File: config.mk
export PLATFORM = sky130hd
export DESIGN_NAME = dac_sample_out_flat
export DESIGN_NICKNAME = d
export VERILOG_FILES = /design/src/rtl/dac_sample_out_if.sv /design/src/rtl/dac_sample_out.sv /design/src/flat_wrapper.sv
export SDC_FILE = /design/constraint.sdc
export NUM_CORES = 1
export LEC_CHECK = 0
export ABC_AREA = 1
export CORE_UTILIZATION = 55
export DETAILED_ROUTE_END_ITERATION = 16
export PLACE_DENSITY = 0.84
export SYNTH_ARGS = -nofsm -noshare
export SYNTH_HDL_FRONTEND = slang
export SYNTH_SLANG_ARGS = --single-unit
export TNS_END_PERCENT = 10
File: constraint.sdc
create_clock -name clk_in -period 3 [get_ports clk_in]
set_input_delay 0.6 -clock clk_in [delete_from_list [all_inputs] [get_ports clk_in]]
set_output_delay 0.6 -clock clk_in [all_outputs]
set_load 0.03 [all_outputs]
File: src/rtl/dac_sample_out_if.sv
// Sample handshake between the voice-processing chain and the DAC output driver.
interface dac_sample_out_if;
    logic [11:0] wave_in;
    logic        wave_valid;
    logic        wave_ready;

    modport master (output wave_in, output wave_valid, input wave_ready);
    modport slave  (input wave_in, input wave_valid, output wave_ready);
endinterface

File: src/rtl/dac_sample_out.sv
// DAC playback driver: offset removal with saturation, sample FIFO, fixed-rate
// output on a (optionally bit-reversed) parallel DAC bus with a generated DAC clock.
module dac_sample_out #(
    parameter int CH_offset  = 27,
    parameter int RATE_DIV   = 8,
    parameter int FIFO_DEPTH = 4,
    parameter bit BIT_REV    = 1'b1
) (
    input  logic                          clk_in,
    input  logic                          rst_n,
    dac_sample_out_if.slave               wave_if,
    input  logic                          clr_status,
    output logic                          DA_clk,
    output logic [11:0]                   DA_data,
    output logic                          underflow,
    output logic                          underflow_flag,
    output logic [$clog2(FIFO_DEPTH):0]   fifo_level
);
    localparam int AW = $clog2(FIFO_DEPTH);
    localparam int CW = $clog2(RATE_DIV);
    localparam logic [CW-1:0]        CNT_LAST  = CW'(RATE_DIV - 1);
    localparam logic [CW-1:0]        CNT_HALF  = CW'(RATE_DIV / 2);
    localparam logic [AW:0]          LVL_FULL  = (AW + 1)'(FIFO_DEPTH);
    localparam logic signed [13:0]   OFFSET    = 14'(CH_offset);

    logic [CW-1:0]  cnt_q, cnt_d;
    logic           da_clk_q;
    logic [11:0]    out_q;
    logic           flag_q;
    logic [AW-1:0]  wr_ptr_q, rd_ptr_q;
    logic [AW:0]    level_q, level_d;
    logic [11:0]    mem_q [FIFO_DEPTH];

    logic           tick, full, empty, push, pop;
    logic signed [13:0] diff;
    logic [11:0]    wr_data;

    assign tick  = (cnt_q == CNT_LAST);
    assign cnt_d = tick ? '0 : cnt_q + 1'b1;
    assign full  = (level_q == LVL_FULL);
    assign empty = (level_q == '0);
    assign push  = wave_if.wave_valid && !full;
    // An empty FIFO is never popped, so a same-cycle write cannot bypass to the bus.
    assign pop   = tick && !empty;

    assign wave_if.wave_ready = !full;
    assign underflow          = tick && empty;
    assign underflow_flag     = flag_q;
    assign DA_clk             = da_clk_q;
    assign fifo_level         = level_q;

    // Remove the capture offset and clamp to the 12-bit DAC range.
    always_comb begin
        diff = $signed({2'b00, wave_if.wave_in}) - OFFSET;
        if (diff[13]) begin
            wr_data = 12'h000;
        end else if (diff > 14'sd4095) begin
            wr_data = 12'hFFF;
        end else begin
            wr_data = diff[11:0];
        end
    end

    always_comb begin
        level_d = level_q;
        case ({push, pop})
            2'b10:   level_d = level_q + 1'b1;
            2'b01:   level_d = level_q - 1'b1;
            default: level_d = level_q;
        endcase
    end

    always_ff @(posedge clk_in) begin
        if (push) begin
            mem_q[wr_ptr_q] <= wr_data;
        end
    end

    always_ff @(posedge clk_in or negedge rst_n) begin
        if (!rst_n) begin
            cnt_q    <= '0;
            da_clk_q <= 1'b0;
            out_q    <= 12'h800;
            flag_q   <= 1'b0;
            wr_ptr_q <= '0;
            rd_ptr_q <= '0;
            level_q  <= '0;
        end else begin
            cnt_q    <= cnt_d;
            // High for the second half of the period so the DAC latches stable data.
            da_clk_q <= (cnt_d >= CNT_HALF);
            level_q  <= level_d;
            if (push) begin
                wr_ptr_q <= wr_ptr_q + 1'b1;
            end
            if (pop) begin
                rd_ptr_q <= rd_ptr_q + 1'b1;
                out_q    <= mem_q[rd_ptr_q];
            end
            if (underflow) begin
                flag_q <= 1'b1;
            end else if (clr_status) begin
                flag_q <= 1'b0;
            end
        end
    end

    genvar gi;
    generate
        for (gi = 0; gi < 12; gi++) begin : g_bus
            if (BIT_REV) begin : g_rev
                assign DA_data[11 - gi] = out_q[gi];
            end else begin : g_straight
                assign DA_data[gi] = out_q[gi];
            end
        end
    endgenerate
endmodule
File: src/flat_wrapper.sv
// flat-port wrapper written by rule: the top's interface ports become plain ports
module dac_sample_out_flat 
#(
    parameter int CH_offset  = 27,
    parameter int RATE_DIV   = 8,
    parameter int FIFO_DEPTH = 4,
    parameter bit BIT_REV    = 1'b1
)
  (clk_in, rst_n, clr_status, DA_clk, DA_data, underflow, underflow_flag, fifo_level, wave_if_wave_in, wave_if_wave_valid, wave_if_wave_ready);
  dac_sample_out_if wave_if_i ();
  input  logic clk_in;
  input  logic rst_n;
  input  logic clr_status;
  output logic DA_clk;
  output logic [11:0] DA_data;
  output logic underflow;
  output logic underflow_flag;
  output logic [$clog2(FIFO_DEPTH):0] fifo_level;
  input wire logic [$bits(wave_if_i.wave_in)-1:0] wave_if_wave_in;
  input wire logic [$bits(wave_if_i.wave_valid)-1:0] wave_if_wave_valid;
  output wire logic [$bits(wave_if_i.wave_ready)-1:0] wave_if_wave_ready;
  assign wave_if_i.wave_in = wave_if_wave_in;
  assign wave_if_i.wave_valid = wave_if_wave_valid;
  assign wave_if_wave_ready = wave_if_i.wave_ready;
  dac_sample_out #(.CH_offset(CH_offset), .RATE_DIV(RATE_DIV), .FIFO_DEPTH(FIFO_DEPTH), .BIT_REV(BIT_REV)) u_core (.clk_in(clk_in), .rst_n(rst_n), .wave_if(wave_if_i), .clr_status(clr_status), .DA_clk(DA_clk), .DA_data(DA_data), .underflow(underflow), .underflow_flag(underflow_flag), .fifo_level(fifo_level));
endmodule
# Yosys cells after proc, flatten, opt, wreduce, memory -nomap -nowiden
# Memories as Yosys holds them, arrays and structs flattened. A register that Yosys moved wholly into a read port is not among the register bits.
# Cells that the tools add are included.
dict set report totals {
  ff_bits 12
  ram_bits 48
  elab_cells 36
  memories 1
}
dict set report op_classes {
  n_addsub 6
  n_lt_le_gt_ge 2
  eq_ne 4
  n_mux 8
  reduce_logical 9
}
# name depth word_bits rd rd_ports_with_merged_regs wr line_no
set mem_list {}
lappend mem_list {u_core.mem_q 4 12 1 1 1 dac_sample_out.sv:32} ;# logic [11:0] mem_q [FIFO_DEPTH];
# op n
set op_table {}
lappend op_table {{12-bit 2-to-1 mux} 2}
lappend op_table {{14-bit by 13-bit greater-than comparator with 1-bit output, second input constant} 1}
lappend op_table {{12-bit by 5-bit subtractor with 13-bit output, second input constant} 1}
lappend op_table {{3-bit by 1-bit adder with 3-bit output, second input constant} 2}
lappend op_table {{3-bit == test, second input constant} 2}
lappend op_table {{3-bit case mux with 2 select lines} 1}
lappend op_table {{2-bit by 1-bit adder with 2-bit output, second input constant} 2}
lappend op_table {{1-bit 2-to-1 mux} 4}
lappend op_table {{2-bit nonzero test} 2}
lappend op_table {{3-bit greater-or-equal comparator, second input constant} 1}
lappend op_table {{1-bit logical AND} 3}
lappend op_table {{1-bit logical NOT} 3}
lappend op_table {{3-bit logical NOT} 1}
lappend op_table {{3-bit 2-to-1 mux} 1}
lappend op_table {{3-bit by 1-bit subtractor with 3-bit output, second input constant} 1}
lappend op_table {{2-bit by 1-bit == test with 1-bit output, second input constant} 1}
lappend op_table {{2-bit == test, second input constant} 1}

# Depth between registers and ports, before layout
# Gate-level depths: netlist (run 1).
dict set report depth {
  word_depth 5
  depth_mapped 11
  mapped_depth_nobuf 10
}

# Least setup slack after synthesis (run 1)
# No wires, ideal clock.
dict set report synth_path {
  path_kind {register to register}
  start {reg u_core.level_q[0] (netlist: u_core.fifo_level[0])}
  end {reg u_core.level_q[2] (netlist: u_core.fifo_level[2])}
  setup_ns 0.131
  t_arrival_ns 2.164
  required_time_ns 2.869
  setup_slack_ns 0.705
  path_stages_with_launch 10
  path_buffers 0
  synth_period_minus_slack_ns 2.295
  path_cell_list {dfrtp_1 > inv_1 > nand3_1 > nand2_2 > ha_1 > inv_1 > fa_1 > a21oi_1 > o21ai_0 > xor2_1}
}
dict set report synth_via {
  elab_chain_len 5
  word_cells_on_any_way 12
  classes_between {add/sub: 2; eq/ne: 3; mux: 1; reduce/logical: 6}
}
# element line_no
set synth_rtl {}
lappend synth_rtl {{start: declaration} dac_sample_out.sv:31} ;# logic [AW:0] level_q, level_d;
lappend synth_rtl {{start signal: assignment} dac_sample_out.sv:92} ;# level_q <= level_d;
lappend synth_rtl {{3-bit == test (*)} dac_sample_out.sv:40} ;# assign full = (level_q == LVL_FULL);
lappend synth_rtl {{1-bit logical NOT (*)} --}
lappend synth_rtl {{via wave_if_wave_ready} flat_wrapper.sv:21} ;# output wire logic [$bits(wave_if_i.wave_ready)-1:0] wave_if_wave_ready;
lappend synth_rtl {{1-bit logical AND (*)} dac_sample_out.sv:42} ;# assign push = wave_if.wave_valid && !full;
lappend synth_rtl {{2-bit by 1-bit == test with 1-bit output / 2-bit == test (equally long branches)} dac_sample_out.sv:66} ;# case ({push, pop})
lappend synth_rtl {{3-bit case mux with 2 select lines / 2-bit nonzero test (equally long branches)} --}
# Mark *: on every way through the listed nets, which the timed path passes. The rest lies on a longest branch.
# A chain may end at the register's enable or synchronous reset.

# Worst setup path after layout (run 1)
dict set report layout_path {
  start {reg u_core.cnt_q[0]}
  end {out underflow}
}
dict set report layout_via {
  elab_chain_len 2
}
# element line_no
set layout_rtl {}
lappend layout_rtl {{start: declaration} dac_sample_out.sv:26} ;# logic [CW-1:0] cnt_q, cnt_d;
lappend layout_rtl {{start signal: assignment} dac_sample_out.sv:89} ;# cnt_q <= cnt_d;
lappend layout_rtl {{3-bit == test} dac_sample_out.sv:38} ;# assign tick = (cnt_q == CNT_LAST);
lappend layout_rtl {{1-bit logical AND} dac_sample_out.sv:47} ;# assign underflow = tick && empty;
lappend layout_rtl {{end: declaration} flat_wrapper.sv:16} ;# output logic underflow;
# Every way passes these cells.

==> results of run 1 <==
==> state kept, by name (all words and copies together) (netlist names) <==
signal                 count
u_core.mem_q              48
u_core.out_q              12
u_core.cnt_q               3
u_core.fifo_level          3
u_core.rd_ptr_q            2
u_core.wr_ptr_q            2
u_core.underflow_flag      1
==> worst max path at each step <==
stage | to | slack, ps | cells past startpoint
floorplan | u_core.fifo_level[2]$_DFFE_PN0P_ | 710 | 9
global placement | u_core.mem_q[1][4]$_DFFE_PP_ | 550 | 8
detailed placement | u_core.mem_q[2][1]$_DFFE_PP_ | 510 | 8
CTS | underflow | 470 | 5
global route | underflow | 350 | 5
finish | underflow | 490 | 5
==> synth_stat cells <==
library cell  number
a21boi_0           1
a21oi_1           20
buf_1              1
buf_2              1
buf_4              3
buf_6              2
clkbuf_2           1
dfrtp_1           22
dfstp_2            1
edfxtp_1          48
fa_1               1
ha_1               9
inv_1             22
inv_2              2
nand2_1           22
nand2_2            1
nand2_4            1
nand3_1            8
nand3_2            1
nand3b_1           1
nor2_1            99
nor2_2             1
nor3_1             2
o21ai_0           27
o22ai_1            1
or2_2              1
xnor2_1            1
xor2_1             3
==> critical path, delay by kind of cell (launching register included) <==
kind / cells / cell delay, ps
flip-flops: 1 / 350
adder cells (fa/ha/maj): 2 / 380
AND/OR/NAND/NOR: 1 / 100
buffers and inverters: 2 / 750
==> placed cells by master, fill, tap and decap left out, types with 3 or more instances in the layout <==
master           Yosys  routed
dfrtp_1             22      22
nor2_1              99      99
ha_1                 9       9
edfxtp_1            48      48
inv_1               22      22
nand3_1              8       8
clkinv_4             0       3
xor2_1               3       3
o21ai_0             27      27
clkbuf_8             0       9
clkdlybuf4s50_1      0      34
buf_4                3       6
a21oi_1             20      20
nand2_1             22      22
==> through the flow <==
| step | utilization [%] | instance area, sq um |
|---|---|---|
| after floorplan | - | 3140 |
| after global placement | 64.5 | 3550 |
| after detailed placement | 64.5 | 3550 |
| after CTS | 68.5 | 3770 |
| after global routing | 68.5 | 3770 |
| final | 68.5 | 3770 |
==> final cells by class <==
cell class	instances	area [sq um]
Timing Repair Buffer	40	385
Clock inverter	7	97.6
Inverter	24	90.1
Fill cell	374	1730
Clock buffer	9	124
Multi-Input combinational cell	200	968
Tap cell	72	90.1
Sequential cell	71	2020
==> power by group <==
part           leakage, nW  total, mW  switching [mW]  internal [mW]
clock network        0.107      0.826           0.357          0.469
registers            0.710       1.49           0.152           1.33
logic                0.709       1.23           0.776          0.450
==> per-layer routing <==
layer / track usage (%) / part of all wire [%] / vias to the layer above
li1: - / - / 1087
met1: 25.9 / 41 / 1037
met2: 38.0 / 51 / 85
met3: 4.00 / 6.0 / 11
met4: 13.0 / 1.9 / 0
met5: 0 / 0 / -
==> cell families (layout without fill, tap and decap cells) <==
| kind of cell | after synthesis | in the layout | synth area share [%] |
|---|---|---|---|
| adder cells (fa/ha/maj) | 10 | 10 | 4.23 |
| AO/OA/AOI/OAI | 49 | 49 | 7.94 |
| buffers and inverters | 32 | 80 | 4.75 |
| AND/OR/NAND/NOR | 137 | 137 | 17.6 |
| flip-flops | 71 | 71 | 64.4 |
| XOR/XNOR | 4 | 4 | 1.12 |
==> flow_summary.ini, run 1 <==
[routing]
drc_errors = 0
viasPerCell = 5.25
drtIter0Drc = 153
post_drt_wl_per_cell_um = 14.2
firstDrtPassIters = 5
routed_wl_um = 5990
drtAntennaViolNets = 0
vias = 2220

[critical_path]
cpMaxStageDelayCell = clkdlybuf4s50_1
crit_start = u_core.cnt_q[0]$_DFF_PN0_
required_ps = 2400
rrSetupSlack_ps = 680
setup.worst_path.start_class = flop
reg2reg_depth = 10
worst_setup_path_end_kind = primary output
arrival_ps = 1910
crit_fanout = 3
slowest_delay_ps = 670
crit_type = reg2out
reg2reg_to = u_core.fifo_level[2]$_DFFE_PN0P_
path_cells = ha_1 > ha_1 > inv_1 > nor2_1 > clkdlybuf4s50_1
reg2reg_from = u_core.cnt_q[0]$_DFF_PN0_
crit_top_cell = ha_1

[synth]
synth.top_cell.area_share_pct = 46.0
ys_seq_elements = 71
ys_top_cells_by_area = edfxtp_1 (46%), dfrtp_1 (18%), nor2_1 (12%), o21ai_0 (4.3%), ha_1 (3.6%)
netlist_instances = 303
syn-cell-area_sq_um = 3140
seq_area_frac_synth_pct = 64.4
syn_nets = 329
yosys.area.top_type = edfxtp_1
syn-mean-instance-area_sq_um = 10.3
synth_cell_types = 28
ys_warn_count = 0

[timing]
finalCritPeriodShare_pct = 83.6
setup_viol = 0
relSlewSlack_pct = 48.2
final.min_clock_period_ps = 2510
skew_ps = 6.62
max_freq_mhz = 399
hold_viol_final = 0
slew_violations = 0
rsz0062_at_grt = no
worst_pin_slew_ps = 777
holdWs_ps = 430
layout_setup_ws_ps = 491
setup_tns_ps = 0

[grt]
globalRouteOverflowTotal = 0
grt_max_degree = 27
antenna_found_initial = 0
grt_pass1_vias = 2153
grt_pass1_wl_um = 9790
grt.total_usage_pct = 22.1

[clocking]
cts_buffers = 9
postCtsSetupRepairBufs = 0
cts_root_buf = clkbuf_8
clkLatencyLatePin_ps = 340
cts_hold_buf = 0
post_cts_resize_count = 0
cts_max_level = 3
cts_tree = done
clk_pin_slew_ps = 70
cts.sink_count = 71
clockBufferDepth = 2

[die]
dieArea_sq_um = 6010
die_h_um = 77.5
core_sq_um = 5510
initial_core_util_pct = 56.9
pin_count = 35
row_count = 27
die_w_um = 77.5

[power]
finalPower_mw = 3.54
power_density_nw_per_um2 = 938
ir_drop_uv = 435
power.leakage_nw = 1.53

[status]
status = complete, no violations

[layout]
stdcell_count = 423
antenna_cells = 0
drive_gt1_share_pct = 8.26
finalNetCount = 372
area_growth_pct = 20.4

[min_path]
hold_depth = 1
min_from = u_core.cnt_q[0]$_DFF_PN0_
hold_class = reg2reg
hold-path-endpoint = u_core.cnt_q[0]$_DFF_PN0_

[placement]
place.detailed.hpwl_um = 3840
placedCellCount = 407
routabilityCongestion = 0.813
pre_cts_ws_ps = 506
port_buffers = 34

[run]
cap_violations = 0
No activity file was read; power rests on OpenSTA's default activity.
==> inputs of run 2 (changes only) <==
Settings changed: CORE_UTILIZATION 55 to 50, PLACE_DENSITY 0.84 to 0.81.
Clock period 3 ns to 2.3 ns, I/O delays scaled along.
==> run 2 against run 1 <==
  * Worst hold slack improved by 5.3 ps
  * Global-route usage decreased by 1.6 points
  * First-iteration DRC count increased by 17%
  * Final cell count grew 1.7%
  * Worst setup slack got worse by 320 ps
  * Clock skew hardly changed
  * Clock-buffer cell count is 3 higher
==> flow_summary.ini, run 2 (same netlist as run 1, synthesis figures left out) <==
[status]
status = complete, no violations

[grt]
grt_pass1_wl_um = 9680
grt_pass1_vias = 2066
globalRouteOverflowTotal = 0
grt_max_degree = 26
antenna_found_initial = 0
grt.total_usage_pct = 20.5

[critical_path]
critPathBufInv = 2
path_cells = ha_1 > ha_1 > inv_1 > nor2_1 > dlygate4sd2_1
cpMaxStageDelayCell = dlygate4sd2_1
setup.worst_path.start_class = flop
crit_family = buffers and inverters
worst_setup_path_end_kind = primary output
required_ps = 1840
crit_fanout = 3
arrival_ps = 1670
crit_top_cell = ha_1
crit_type = reg2out
slowest_delay_ps = 400

[routing]
viasPerCell = 5.20
drtIter0Drc = 179
vias = 2234
drtAntennaViolNets = 0
drc_errors = 0
post_drt_wl_per_cell_um = 13.8
firstDrtPassIters = 4
routed_wl_um = 5930

[layout]
stdcell_count = 430
fillers = 454
antenna_cells = 0
final_cell_mix = nor2_1 (99), edfxtp_1 (48), clkdlybuf4s50_1 (33), o21ai_0 (27)
finalNetCount = 376
drive_gt1_share_pct = 9.01
finish.utilization_pct = 63.0
final_area_sq_um = 3770
regMostFlops = u_core.mem_q
layout_commonest_cell = nor2_1
largest_reg_flops = 48
reg_top3 = u_core.mem_q: 48 flops, u_core.out_q: 12 flops
area_growth_pct = 20.4

[die]
dieArea_sq_um = 6590
die_h_um = 81.2
initial_core_util_pct = 52.3
die_w_um = 81.2
row_count = 28
core_sq_um = 5990
pin_count = 35

[placement]
port_buffers = 34
routabilityCongestion = 0.884
place.detailed.hpwl_um = 4080
pre_cts_ws_ps = 84.5
placedCellCount = 414
dpl-instance-area_sq_um = 3590

[timing]
relSlewSlack_pct = 49.0
final.min_clock_period_ps = 2130
worst_pin_slew_ps = 765
hold_viol_final = 0
setup_viol = 0
rsz0062_at_grt = no
setup_tns_ps = 0
layout_setup_ws_ps = 173
holdWs_ps = 436
skew_ps = 6.65
finalCritPeriodShare_pct = 92.5
slew_violations = 0
max_freq_mhz = 470

[power]
finalPower_mw = 4.48
ir_drop_uv = 535
power_density_nw_per_um2 = 1190
power.leakage_nw = 1.54

[clocking]
postCtsSetupRepairBufs = 0
clk_pin_slew_ps = 70
cts_hold_buf = 0
cts_root_buf = clkbuf_8
cts.sink_count = 71
cts_max_level = 3
clkLatencyLatePin_ps = 340
clockBufferDepth = 2
cts_tree = done
cts_buffers = 9

[min_path]
hold_class = reg2reg

[run]
cap_violations = 0
## run 2: cell count changes in the layout (fill, tap and decap cells not counted), moves of 2 or more
cell,before,now
buf_4,6,10
clkinv_2,0,3
clkinv_4,3,0
clkbuf_1,0,2
## run 2: path summary, 6_finish.rpt
check,from,to,slack (ps),cells past startpoint
max,u_core.cnt_q[0]$_DFF_PN0_,underflow,170,5
max in group asynchronous,rst_n,u_core.out_q[11]$_DFFE_PN1P_,1540,2
min in group asynchronous,rst_n,u_core.wr_ptr_q[1]$_DFFE_PN0P_,470,2
min,u_core.cnt_q[0]$_DFF_PN0_,u_core.cnt_q[0]$_DFF_PN0_,440,1
min reg2reg,u_core.cnt_q[0]$_DFF_PN0_,u_core.cnt_q[0]$_DFF_PN0_,440,1
max reg2reg,u_core.cnt_q[0]$_DFF_PN0_,u_core.fifo_level[2]$_DFFE_PN0P_,330,10
## run 2: per-layer routing
metal / track usage (%) / routed length [um] / vias to the layer above
met3: 4.83 / 269 / 9
li1: - / - / 1094
met4: 10.7 / 100 / 0
met2: 32.4 / 3000 / 67
met1: 26.3 / 2560 / 1064
met5: 0 / 0 / -
## run 2: what timing repair did
action,4_1_cts,5_1_grt
endpoints found under the hold margin,0,0
resized for setup,1,0
endpoints found under the setup margin,1,0
## run 2: final cells by class
type                    instances  area (sq um)  area share, %
repair buffers                 44           414           11.0
multi-input cells             200           968           25.7
clock inverters                 4          45.0           1.19
inverters                      24          90.1           2.39
flip-flops and latches         71          2020           53.5
well taps                      75          93.8           2.49
clock buffers                  12           145           3.84
## run 2: power breakdown
part           total (mW)  switching (mW)  internal [mW]  leakage [nW]
Combinational        1.56           0.975          0.589         0.733
Clock               0.952           0.427          0.526         0.100
Sequential           1.97           0.225           1.74         0.710
Total                4.48            1.63           2.86          1.54
